--- src/rtl/ghost_collision_ctrl_pkg.sv ---
// Shared definitions for the ghost collision controller:
// maze coordinate widths, game-state encodings and score chain.
package ghost_collision_ctrl_pkg;

  localparam int width_log2  = 10;
  localparam int height_log2 = 10;

  localparam logic [2:0] GS_PLAY    = 3'd0;
  localparam logic [2:0] GS_FRIGHT  = 3'd1;
  localparam logic [2:0] GS_DYING   = 3'd2;
  localparam logic [2:0] GS_RESPAWN = 3'd3;
  localparam logic [2:0] GS_OVER    = 3'd4;

  localparam logic [10:0] SCORE_200  = 11'd200;
  localparam logic [10:0] SCORE_400  = 11'd400;
  localparam logic [10:0] SCORE_800  = 11'd800;
  localparam logic [10:0] SCORE_1600 = 11'd1600;

  function automatic logic [10:0] chain_next(
    input logic [10:0] c
  );
    logic [10:0] n;
    n = SCORE_1600;
    if (c == SCORE_200)
      n = SCORE_400;
    else if (c == SCORE_400)
      n = SCORE_800;
    return n;
  endfunction

  function automatic logic [3:0] lowest_one(
    input logic [3:0] v
  );
    return v & (~v + 4'd1);
  endfunction

endpackage

--- src/rtl/ghost_collision_ctrl_hit.sv ---
// Per-ghost hit detector: same-tile and pass-through swap,
// tracking the previous distinct position of ghost and player.
module ghost_hit_detect
  import ghost_collision_ctrl_pkg::*;
(
  input  logic                   clk,
  input  logic                   reset,
  input  logic                   i_reload,
  input  logic [width_log2-1:0]  i_gx,
  input  logic [height_log2-1:0] i_gy,
  input  logic [width_log2-1:0]  i_px,
  input  logic [height_log2-1:0] i_py,
  output logic                   o_hit
);

  localparam int PW = width_log2 + height_log2;

  logic [PW-1:0] w_g;
  logic [PW-1:0] w_p;
  logic [PW-1:0] w_gprv;
  logic [PW-1:0] w_pprv;
  logic [PW-1:0] r_gcur;
  logic [PW-1:0] r_gprv;
  logic [PW-1:0] r_pcur;
  logic [PW-1:0] r_pprv;
  logic          r_vld;

  assign w_g = {i_gy, i_gx};
  assign w_p = {i_py, i_px};

  // a change seen this edge makes the last registered value "previous"
  always_comb begin
    w_gprv = r_gprv;
    w_pprv = r_pprv;
    if (!r_vld)
      w_gprv = w_g;
    else if (w_g != r_gcur)
      w_gprv = r_gcur;
    if (!r_vld)
      w_pprv = w_p;
    else if (w_p != r_pcur)
      w_pprv = r_pcur;
  end

  assign o_hit = (w_g == w_p) |
                 ((w_g == w_pprv) & (w_p == w_gprv));

  always_ff @(posedge clk or negedge reset) begin
    if (!reset) begin
      r_gcur <= '0;
      r_gprv <= '0;
      r_pcur <= '0;
      r_pprv <= '0;
      r_vld  <= 1'b0;
    end else if (!r_vld || i_reload) begin
      r_gcur <= w_g;
      r_gprv <= w_g;
      r_pcur <= w_p;
      r_pprv <= w_p;
      r_vld  <= 1'b1;
    end else begin
      if (w_g != r_gcur) begin
        r_gprv <= r_gcur;
        r_gcur <= w_g;
      end
      if (w_p != r_pcur) begin
        r_pprv <= r_pcur;
        r_pcur <= w_p;
      end
    end
  end

endmodule

--- src/rtl/ghost_collision_ctrl.sv ---
// Ghost/player collision controller: frightened timer, eat chain,
// lives and the freeze/respawn sequence.
module ghost_collision_ctrl
  import ghost_collision_ctrl_pkg::*;
#(
  parameter  int FRIGHT_TICKS = 300,
  parameter  int HIT_FREEZE   = 60,
  parameter  int LIVES_INIT   = 3,
  localparam int FLW = $clog2(FRIGHT_TICKS + 1),
  localparam int FZW = $clog2(HIT_FREEZE + 1)
)(
  input  logic                     clk,
  input  logic                     reset,
  input  logic                     tick,
  input  logic [width_log2-1:0]    player_x,
  input  logic [height_log2-1:0]   player_y,
  input  logic [4*width_log2-1:0]  ghost_x,
  input  logic [4*height_log2-1:0] ghost_y,
  input  logic                     power_eaten,
  input  logic                     respawn_ack,
  output logic                     frightened,
  output logic [FLW-1:0]           fright_left,
  output logic [3:0]               ghost_eaten,
  output logic [10:0]              score_add,
  output logic                     life_lost,
  output logic [1:0]               lives,
  output logic                     freeze,
  output logic                     respawn_req,
  output logic                     game_over
);

  logic [3:0]     w_hit;
  logic [2:0]     r_state;
  logic [FZW-1:0] r_frz;
  logic [10:0]    r_chain;
  logic [3:0]     r_eaten;
  logic [3:0]     r_pend;

  logic [10:0]    w_chain;
  logic [3:0]     w_cand;
  logic [3:0]     w_sel;
  logic [3:0]     w_rest;
  logic [FLW-1:0] w_fl;
  logic [FZW-1:0] w_frz;

  for (genvar g = 0; g < 4; g++) begin : g_hit
    ghost_hit_detect u_hit (
      .clk      (clk),
      .reset    (reset),
      .i_reload (respawn_ack),
      .i_gx     (ghost_x[g*width_log2 +: width_log2]),
      .i_gy     (ghost_y[g*height_log2 +: height_log2]),
      .i_px     (player_x),
      .i_py     (player_y),
      .o_hit    (w_hit[g])
    );
  end

  // a reload on power_eaten takes effect before this edge's eat
  always_comb begin
    w_chain = power_eaten ? SCORE_200 : r_chain;
    w_cand  = r_pend | (w_hit & ~r_eaten);
    w_sel   = lowest_one(w_cand);
    w_rest  = w_cand & ~w_sel;
    w_fl    = fright_left;
    if (power_eaten)
      w_fl = FLW'(FRIGHT_TICKS);
    else if (tick && fright_left != '0)
      w_fl = fright_left - FLW'(1);
    w_frz = r_frz;
    if (tick && r_frz != '0)
      w_frz = r_frz - FZW'(1);
  end

  always_ff @(posedge clk or negedge reset) begin
    if (!reset) begin
      r_state     <= GS_PLAY;
      r_frz       <= '0;
      r_chain     <= SCORE_200;
      r_eaten     <= '0;
      r_pend      <= '0;
      frightened  <= 1'b0;
      fright_left <= '0;
      ghost_eaten <= '0;
      score_add   <= '0;
      life_lost   <= 1'b0;
      lives       <= 2'(LIVES_INIT);
      freeze      <= 1'b0;
      respawn_req <= 1'b0;
      game_over   <= 1'b0;
    end else begin
      ghost_eaten <= '0;
      score_add   <= '0;
      life_lost   <= 1'b0;
      unique case (1'b1)
        r_state == GS_PLAY: begin
          if (|w_hit) begin
            r_state   <= GS_DYING;
            life_lost <= 1'b1;
            lives     <= lives - 2'd1;
            freeze    <= 1'b1;
            r_frz     <= FZW'(HIT_FREEZE);
          end else if (power_eaten) begin
            r_state     <= GS_FRIGHT;
            frightened  <= 1'b1;
            fright_left <= FLW'(FRIGHT_TICKS);
            r_chain     <= SCORE_200;
            r_eaten     <= '0;
            r_pend      <= '0;
          end
        end
        r_state == GS_FRIGHT: begin
          fright_left <= w_fl;
          r_chain     <= w_chain;
          r_pend      <= w_rest;
          if (|w_cand) begin
            ghost_eaten <= w_sel;
            score_add   <= w_chain;
            r_eaten     <= r_eaten | w_sel;
            r_chain     <= chain_next(w_chain);
          end
          if (w_fl == '0 && w_rest == '0) begin
            r_state    <= GS_PLAY;
            frightened <= 1'b0;
            r_eaten    <= '0;
          end
        end
        r_state == GS_DYING: begin
          r_frz <= w_frz;
          if (w_frz == '0) begin
            if (lives == 2'd0) begin
              r_state   <= GS_OVER;
              game_over <= 1'b1;
            end else begin
              r_state     <= GS_RESPAWN;
              respawn_req <= 1'b1;
            end
          end
        end
        r_state == GS_RESPAWN: begin
          if (respawn_ack) begin
            r_state     <= GS_PLAY;
            freeze      <= 1'b0;
            respawn_req <= 1'b0;
          end
        end
        r_state == GS_OVER: begin
          freeze    <= 1'b1;
          game_over <= 1'b1;
        end
        default: r_state <= GS_PLAY;
      endcase
    end
  end

endmodule
--- config.mk ---
export PLATFORM = sky130hd
export DESIGN_NAME = ghost_collision_ctrl
export DESIGN_NICKNAME = d
export VERILOG_FILES = /design/src/rtl/ghost_collision_ctrl_pkg.sv /design/src/rtl/ghost_collision_ctrl_hit.sv /design/src/rtl/ghost_collision_ctrl.sv
export SDC_FILE = /design/constraint.sdc
export NUM_CORES = 1
export LEC_CHECK = 0
export CORE_MARGIN = 5
export CORE_UTILIZATION = 57
export CTS_BUF_LIST = sky130_fd_sc_hd__clkbuf_16
export CTS_CLUSTER_SIZE = 25
export DETAILED_ROUTE_END_ITERATION = 16
export PLACE_DENSITY = 0.78
export SLEW_MARGIN = 0
export SYNTH_ARGS = -nofsm -noshare
export SYNTH_HDL_FRONTEND = slang
export SYNTH_SLANG_ARGS = --single-unit
--- constraint.sdc ---
create_clock -name clk -period 5.18 [get_ports clk]
set_input_delay 1.036 -clock clk [delete_from_list [all_inputs] [get_ports clk]]
set_output_delay 1.036 -clock clk [all_outputs]
set_load 0.1 [all_outputs]
---- Yosys cells after proc, flatten, opt, wreduce, memory -nomap -nowiden ----
Index checks and enable logic that the tools add are counted.
W data, S select, Z words.
operators by class
  $add $sub $neg .......................... 4
  equal/unequal tests ..................... 36
  mux-type cells .......................... 86
  bitwise logic cells ..................... 17
  reduce and logical (&&, ||, !) cells .... 43
operators by type and width
  operator               number
  $mux W20               40
  $eq A20 B20 Y1         12
  $ne A20 B20 Y1         8
  $mux W11               7
  $mux W9                4
  $mux W4                6
  $reduce_bool A2 Y1     12
  $pmux W11 S2           1
  $mux W3                6
  $pmux W9 S2            1
  $pmux W4 S2            2
  $pmux W3 S5            1
  $and A4 B4 Y4          3
  $mux W6                2
  $not A4 Y4             3
  $pmux W6 S2            1
  $reduce_and A4 Y1      3
  $eq A11 B8 Y1 const B  1
  $eq A11 B9 Y1 const B  1
  $mux W1                11
  $logic_not A9 Y1       1
  $reduce_and A3 Y1      3
  $reduce_bool A9 Y1     1
  $sub A9 B1 Y9 const B  1
  other kinds (28)       55
storage, ports and cells
  flip-flop bits (word level) ............. 383
  output and inout bits ................... 31

---- Longest topological paths before layout ----
  depth after elaboration ................. 17
  depth in mapped cells ................... 17
  gate-level depth less buffers ........... 12

---- By module ----
A second synthesis with hierarchy kept.
unflattened totals
  cell total of the unflattened synthesis .. 2719
  area, all modules ....................... 23924.2 sq um
by module, submodules not included
  module                instances  cells an instance  area an instance (sq um)  sequential area each (sq um)
  ghost_hit_detect      4          603                5230.0                    2026.9
  ghost_collision_ctrl  1          307                3004.1                    1457.6

---- Worst setup path after synthesis ----
Ideal clock, no wire load.
  kind .................................... in2reg
  start ................................... in ghost_x[31]
  end ..................................... reg r_state[0]
  library setup time ...................... 146 ps
  data arrival time ....................... 4170 ps
  data required time ...................... 5034 ps
  path slack .............................. 863 ps
  stages on the path ...................... 15
  path buffers ............................ 3
  path through ............................ buf_2 xor2_1 nor4_2 nand2_1 or2_0 buf_2 o31a_1 mux2i_1 or4_1 or3b_1 o211ai_2 nor4_1 buf_2 o211ai_1 o2111ai_1
between the ends
  cells in the longest elaborated chain, start to end .. 17
  elaborated cells between the ends (all ways) .. 23
  those cells by class .................... 1 x add/sub; 6 x eq/ne; 4 x mux; 8 x bitwise; 4 x reduce/logical
ends and longest elaborated chain
  what                                line                            text
  start: declaration                  ghost_collision_ctrl.sv:17      input logic [4*width_log2-1:0] ghost_x,
  $ne A20 B20 Y1                      ghost_collision_ctrl_hit.sv:37  else if (w_g != r_gcur)
  $mux W20                            --
  $mux W20                            ghost_collision_ctrl_hit.sv:35  if (!r_vld)
  $eq A20 B20 Y1                      ghost_collision_ctrl_hit.sv:46  ((w_g == w_pprv) & (w_p == w_gprv));
  $and A1 B1 Y1                       ghost_collision_ctrl_hit.sv:46
  $or A1 B1 Y1 *                      ghost_collision_ctrl_hit.sv:45  assign o_hit = (w_g == w_p) |
  $and A4 B4 Y4                       ghost_collision_ctrl.sv:62      w_cand = r_pend | (w_hit & ~r_eaten);
  $or A4 B4 Y4                        ghost_collision_ctrl.sv:62
  $not A4 Y4                          ghost_collision_ctrl_pkg.sv:34  return v & (~v + 4'd1);
  $add A4 B1 Y4                       ghost_collision_ctrl_pkg.sv:34
  $and A4 B4 Y4                       ghost_collision_ctrl_pkg.sv:34
  $not A4 Y4                          ghost_collision_ctrl.sv:64      w_rest = w_cand & ~w_sel;
  $and A4 B4 Y4                       ghost_collision_ctrl.sv:64
  $logic_not A4 Y1                    ghost_collision_ctrl.sv:122     if (w_fl == '0 && w_rest == '0) begin
  $logic_and A1 B1 Y1                 ghost_collision_ctrl.sv:122
  $ne A2 B1 Y1 (no source line)       --
  $reduce_and A5 Y1 (no source line)  --
  end signal: assignment              ghost_collision_ctrl.sv:123     r_state <= GS_PLAY;
  end signal: assignment              ghost_collision_ctrl.sv:132     r_state <= GS_OVER;
  end signal: assignment              ghost_collision_ctrl.sv:135     r_state <= GS_RESPAWN;
  end: declaration                    ghost_collision_ctrl.sv:33      logic [2:0] r_state;
Every way passes the cells marked *; elsewhere a longest branch is shown, timed or not.
A chain may end at the register's enable or synchronous reset.

---- Final worst setup path ----
  start ................................... in player_y[5]
  end ..................................... reg r_state[0]
between the ends
  cells in the longest elaborated chain, start to end .. 17
  elaborated cells between the ends (all ways) .. 47
  those cells by class .................... 1 x add/sub; 18 x eq/ne; 10 x mux; 14 x bitwise; 4 x reduce/logical
ends and longest elaborated chain
  what                                line                            text
  start: declaration                  ghost_collision_ctrl.sv:16      input logic [height_log2-1:0] player_y,
  $ne A20 B20 Y1                      ghost_collision_ctrl_hit.sv:41  else if (w_p != r_pcur)
  $mux W20 (on tied branches)         --
  $mux W20                            ghost_collision_ctrl_hit.sv:39  if (!r_vld)
  $eq A20 B20 Y1                      ghost_collision_ctrl_hit.sv:46
  $and A1 B1 Y1                       ghost_collision_ctrl_hit.sv:46
  $or A1 B1 Y1                        ghost_collision_ctrl_hit.sv:45
  $and A4 B4 Y4                       ghost_collision_ctrl.sv:62
  $or A4 B4 Y4                        ghost_collision_ctrl.sv:62
  $not A4 Y4                          ghost_collision_ctrl_pkg.sv:34
  $add A4 B1 Y4                       ghost_collision_ctrl_pkg.sv:34
  $and A4 B4 Y4                       ghost_collision_ctrl_pkg.sv:34
  $not A4 Y4                          ghost_collision_ctrl.sv:64
  $and A4 B4 Y4                       ghost_collision_ctrl.sv:64
  $logic_not A4 Y1                    ghost_collision_ctrl.sv:122
  $logic_and A1 B1 Y1                 ghost_collision_ctrl.sv:122
  $ne A2 B1 Y1 (no source line)       --
  $reduce_and A5 Y1 (no source line)  --
Several ways; a longest one is shown, not always the timed one.

==> results.sh <==
export IMPL_synth_ff_type="dfrtp_1"
export IMPL_drc=0
export IMPL_clock_fmax_mhz=202.2
export IMPL_netlist_area_leader_share=0.4030
export IMPL_die_w_um=212.7
export IMPL_dr_pass1_iters=6
export IMPL_fp_coreArea_sq_um=40740
export IMPL_synth_xor_area_frac=0.1089
export IMPL_p_sw_uw=2734
export IMPL_finalWorstPathRequiredPeriod_ns=4.945
export IMPL_synth_compound_area_share=0.1926
export IMPL_hpwl_um=62470
export IMPL_ios=136
export IMPL_die_area_sq_um=45220
export IMPL_ant_nets=0
export IMPL_finalSetupTns_ns=0
export IMPL_yosys_area_share_simple=0.1533
export IMPL_clkTransAtPathRegs_ns=0.06
export IMPL_avgSynthCellArea_sq_um=8.778
export IMPL_die_height_um=212.7
export IMPL_slew_violations=0
export IMPL_syn_area_sq_um=23410
export IMPL_yosysMostFrequentCell="dfrtp_1"
export IMPL_totalWireLength_um=83290
export IMPL_power_leakage_uw=0.01223
export IMPL_via_per_inst=6.393
export IMPL_clkSinkCount=382
export IMPL_avgRoutedWirePerCell_um=24.29
export IMPL_synth_adder_area_share=0.002565
export IMPL_yosys_register_bits=382
export IMPL_grt_ovfl_total=0
export IMPL_muxShareOfSynthArea=0.04677
export IMPL_seqCellArea_sq_um=9565
export IMPL_end_kind="register"
export IMPL_drive_gt1_frac=0.1847
export IMPL_drt_iter0_drc=2560
export IMPL_num_rows=74
export IMPL_grt_use_total=0.3663
export IMPL_vias=21920
export IMPL_numPortBuffers=135
export IMPL_relSlewSlack=0.2148
export IMPL_grt_pass1_vias=22010
export IMPL_hold_viol=0
export IMPL_antenna_found_initial=0
export IMPL_htreeDepth=2
export IMPL_power_share_clock=0.384
export IMPL_rsz0062_at_grt="false"
export IMPL_numCtsBuffers=44
export IMPL_required_ns=5.62
export IMPL_min_path_type="primary input to asynchronous set/reset pin"
export IMPL_multi_input_area_sq_um=11870
export IMPL_crit_fanout=7
export IMPL_ys_warn_count=0
export IMPL_synthCells=2667
export IMPL_arrival_ns=5.38
export IMPL_synth_top_area_cell="dfrtp_1"
export IMPL_p_comb_frac=0.220
export IMPL_synth_top_family_by_area="compound AO/OA/AOI/OAI gates"
export IMPL_synthArstFlopShare=1.000
export IMPL_skew_ns=0.02442
export IMPL_insertion_delay_ns=0.60
export IMPL_internal_power_uw=5876
export IMPL_power_switching_share=0.3176
export IMPL_finalSetupViolations=0
export IMPL_ys_top_cells_by_area="dfrtp_1 40%, xor2_1 7.7%, clkbuf_1 4.6%"
export IMPL_cts_buffer_depth=3
export IMPL_antenna_cells=0
export IMPL_finalCritPeriodShare=0.9547
export IMPL_power_total_uw=8610
export IMPL_cts_root_buffer="clkbuf_16"
export IMPL_status="completed"
export IMPL_grt_pass1_wl_um=129400
export IMPL_synth_top_cells_by_count="377 x dfrtp_1, 286 x clkbuf_1, 216 x nand2_1"
export IMPL_peakVddDrop_v=0.0002368
export IMPL_synth_edf_count=0
export IMPL_post_cts_setup_buffers=0
export IMPL_initial_core_util=0.5746
export IMPL_criticalPathCategory="primary input to register"
export IMPL_place_congestion=1.042
export IMPL_seq_power_share=0.397
export IMPL_tightest_slew_ns=1.176
export IMPL_yosysUniqueCellTypes=105
export IMPL_max_cap_violations=0
export IMPL_areaGrowthSynthToFinish_pct=22.45
export IMPL_power_density_nw_per_um2=300.4
export IMPL_cts_tree="yes"
export IMPL_nFillCells=3150
export IMPL_seq_area_frac_synth=0.4086
export IMPL_fin_nets=2975
export IMPL_grt_max_degree=95
export IMPL_startpoint_type="primary input"
## cell type report
| class | count | area share |
|---|---|---|
| clock buffers | 45 | 0.03928 |
| clock inverters | 32 | 0.01283 |
| inverters | 101 | 0.01323 |
| multi-input cells | 1794 | 0.4140 |
| flip-flops and latches | 382 | 0.3337 |
| well taps | 532 | 0.02322 |
| repair buffers | 543 | 0.1638 |
## registers in the layout, summed over array words and instances, names as in the netlist, 6 cells and up
signal              count
g_hit.u_hit.r_gprv     80
r_chain                11
fright_left             9
r_frz                   6
g_hit.u_hit.r_pprv     80
score_add              11
g_hit.u_hit.r_pcur     80
g_hit.u_hit.r_gcur     80
## path summary, 6_finish.rpt
| kind | from | to | slack [ns] | cells past startpoint |
|---|---|---|---|---|
| worst min register to register | game_over | game_over | 0.47 | 1 |
| min in group clk | game_over | game_over | 0.47 | 1 |
| max in group asynchronous | reset | g_hit[0].u_hit.r_pprv[3] | 3.55 | 2 |
| worst max-delay path | player_y[5] | r_state[0] | 0.23 | 16 |
| worst min-delay path | reset | g_hit[3].u_hit.r_gprv[14] | 0.47 | 1 |
| worst max register to register | g_hit[0].u_hit.r_pcur[1] | r_state[1] | 0.88 | 14 |
## per-layer routing
layer / vias to the layer above / part of all wire / track usage
li1: 9722 / - / -
met1: 10700 / 0.40 / 0.4868
met2: 1207 / 0.46 / 0.5864
met3: 290 / 0.088 / 0.07038
met4: 0 / 0.055 / 0.1673
met5: - / 0 / 0
## power by group through the flow
stage	Combinational, uW	Sequential [uW]	Clock, uW
after floorplan	1020	3530	0
after global placement	1800	3450	0
after detailed placement	1850	3460	0
after CTS	1860	3410	3340
after global routing	2020	3440	3460
final	1890	3420	3300
## logic make-up after synthesis
family	count (synthesis)
adders and majority gates	5
DFF	382
xor gates and xnor gates	291
buffers and inverters	494
and+or+nand+nor	727
AOI/OAI and AO/OA	658
muxes	109
other	1
## layout by cell type (no fill, tap or decap), types with 10 or more instances in the layout
cell type	instances
o221ai_1	14
clkdlybuf4s50_1	134
a21boi_0	17
o22ai_1	46
o21ai_0	191
o211ai_1	12
a2111oi_0	13
nand2b_1	29
dfrtp_1	377
buf_4	386
and3_1	23
o31ai_1	11
clkinv_1	12
xnor2_1	85
nand2_1	215
inv_1	98
a21oi_1	59
a31o_2	10
or4_1	11
nor2_1	173
a311oi_1	18
a222oi_1	12
buf_12	22
o2111ai_1	21
and2_1	16
xor2_1	206
a31oi_1	75
a211oi_1	25
clkbuf_16	45
nand3_1	74
nor3_1	31
o31a_1	14
nand4_1	27
nor4_1	62
mux2i_1	106
## timing repair
item                                    4_1_cts  5_1_grt
gates resized for setup                       0        7
hold buffers                                  0        0
endpoints found under the setup margin        0       35
## worst max-delay path, stage by stage
cell and delay, ns:
clkdlybuf4s50_1 0.66, buf_4 0.27, xnor2_1 0.17, nand4_1 0.19
or4_1 0.56, a2111oi_1 0.42, buf_4 0.19, a211o_1 0.10
and4_1 0.19, nand4_1 0.17, or3b_1 0.41, o211ai_2 0.30
nor4_4 0.13, buf_4 0.16, o211ai_1 0.26, o2111ai_1 0.16
## stage by stage
step / utilization / hold slack (ns) / instance area [sq um] / setup slack [ns] / instances
finish: 0.7037 / 0.4696 / 28670 / 0.2347 / 3429
global route: 0.7037 / 0.5059 / 28670 / 0.03838 / 3429
CTS: 0.7029 / 0.4751 / 28640 / 0.2029 / 3429
detailed placement: 0.6662 / 0.4597 / 27140 / -0.3921 / 3352
global placement: 0.6662 / 0.4566 / 27140 / -0.4867 / 3352
floorplan: - / 0.4530 / 23420 / 0.8633 / 2670
Note: power is estimated with default switching activity, not from simulation.
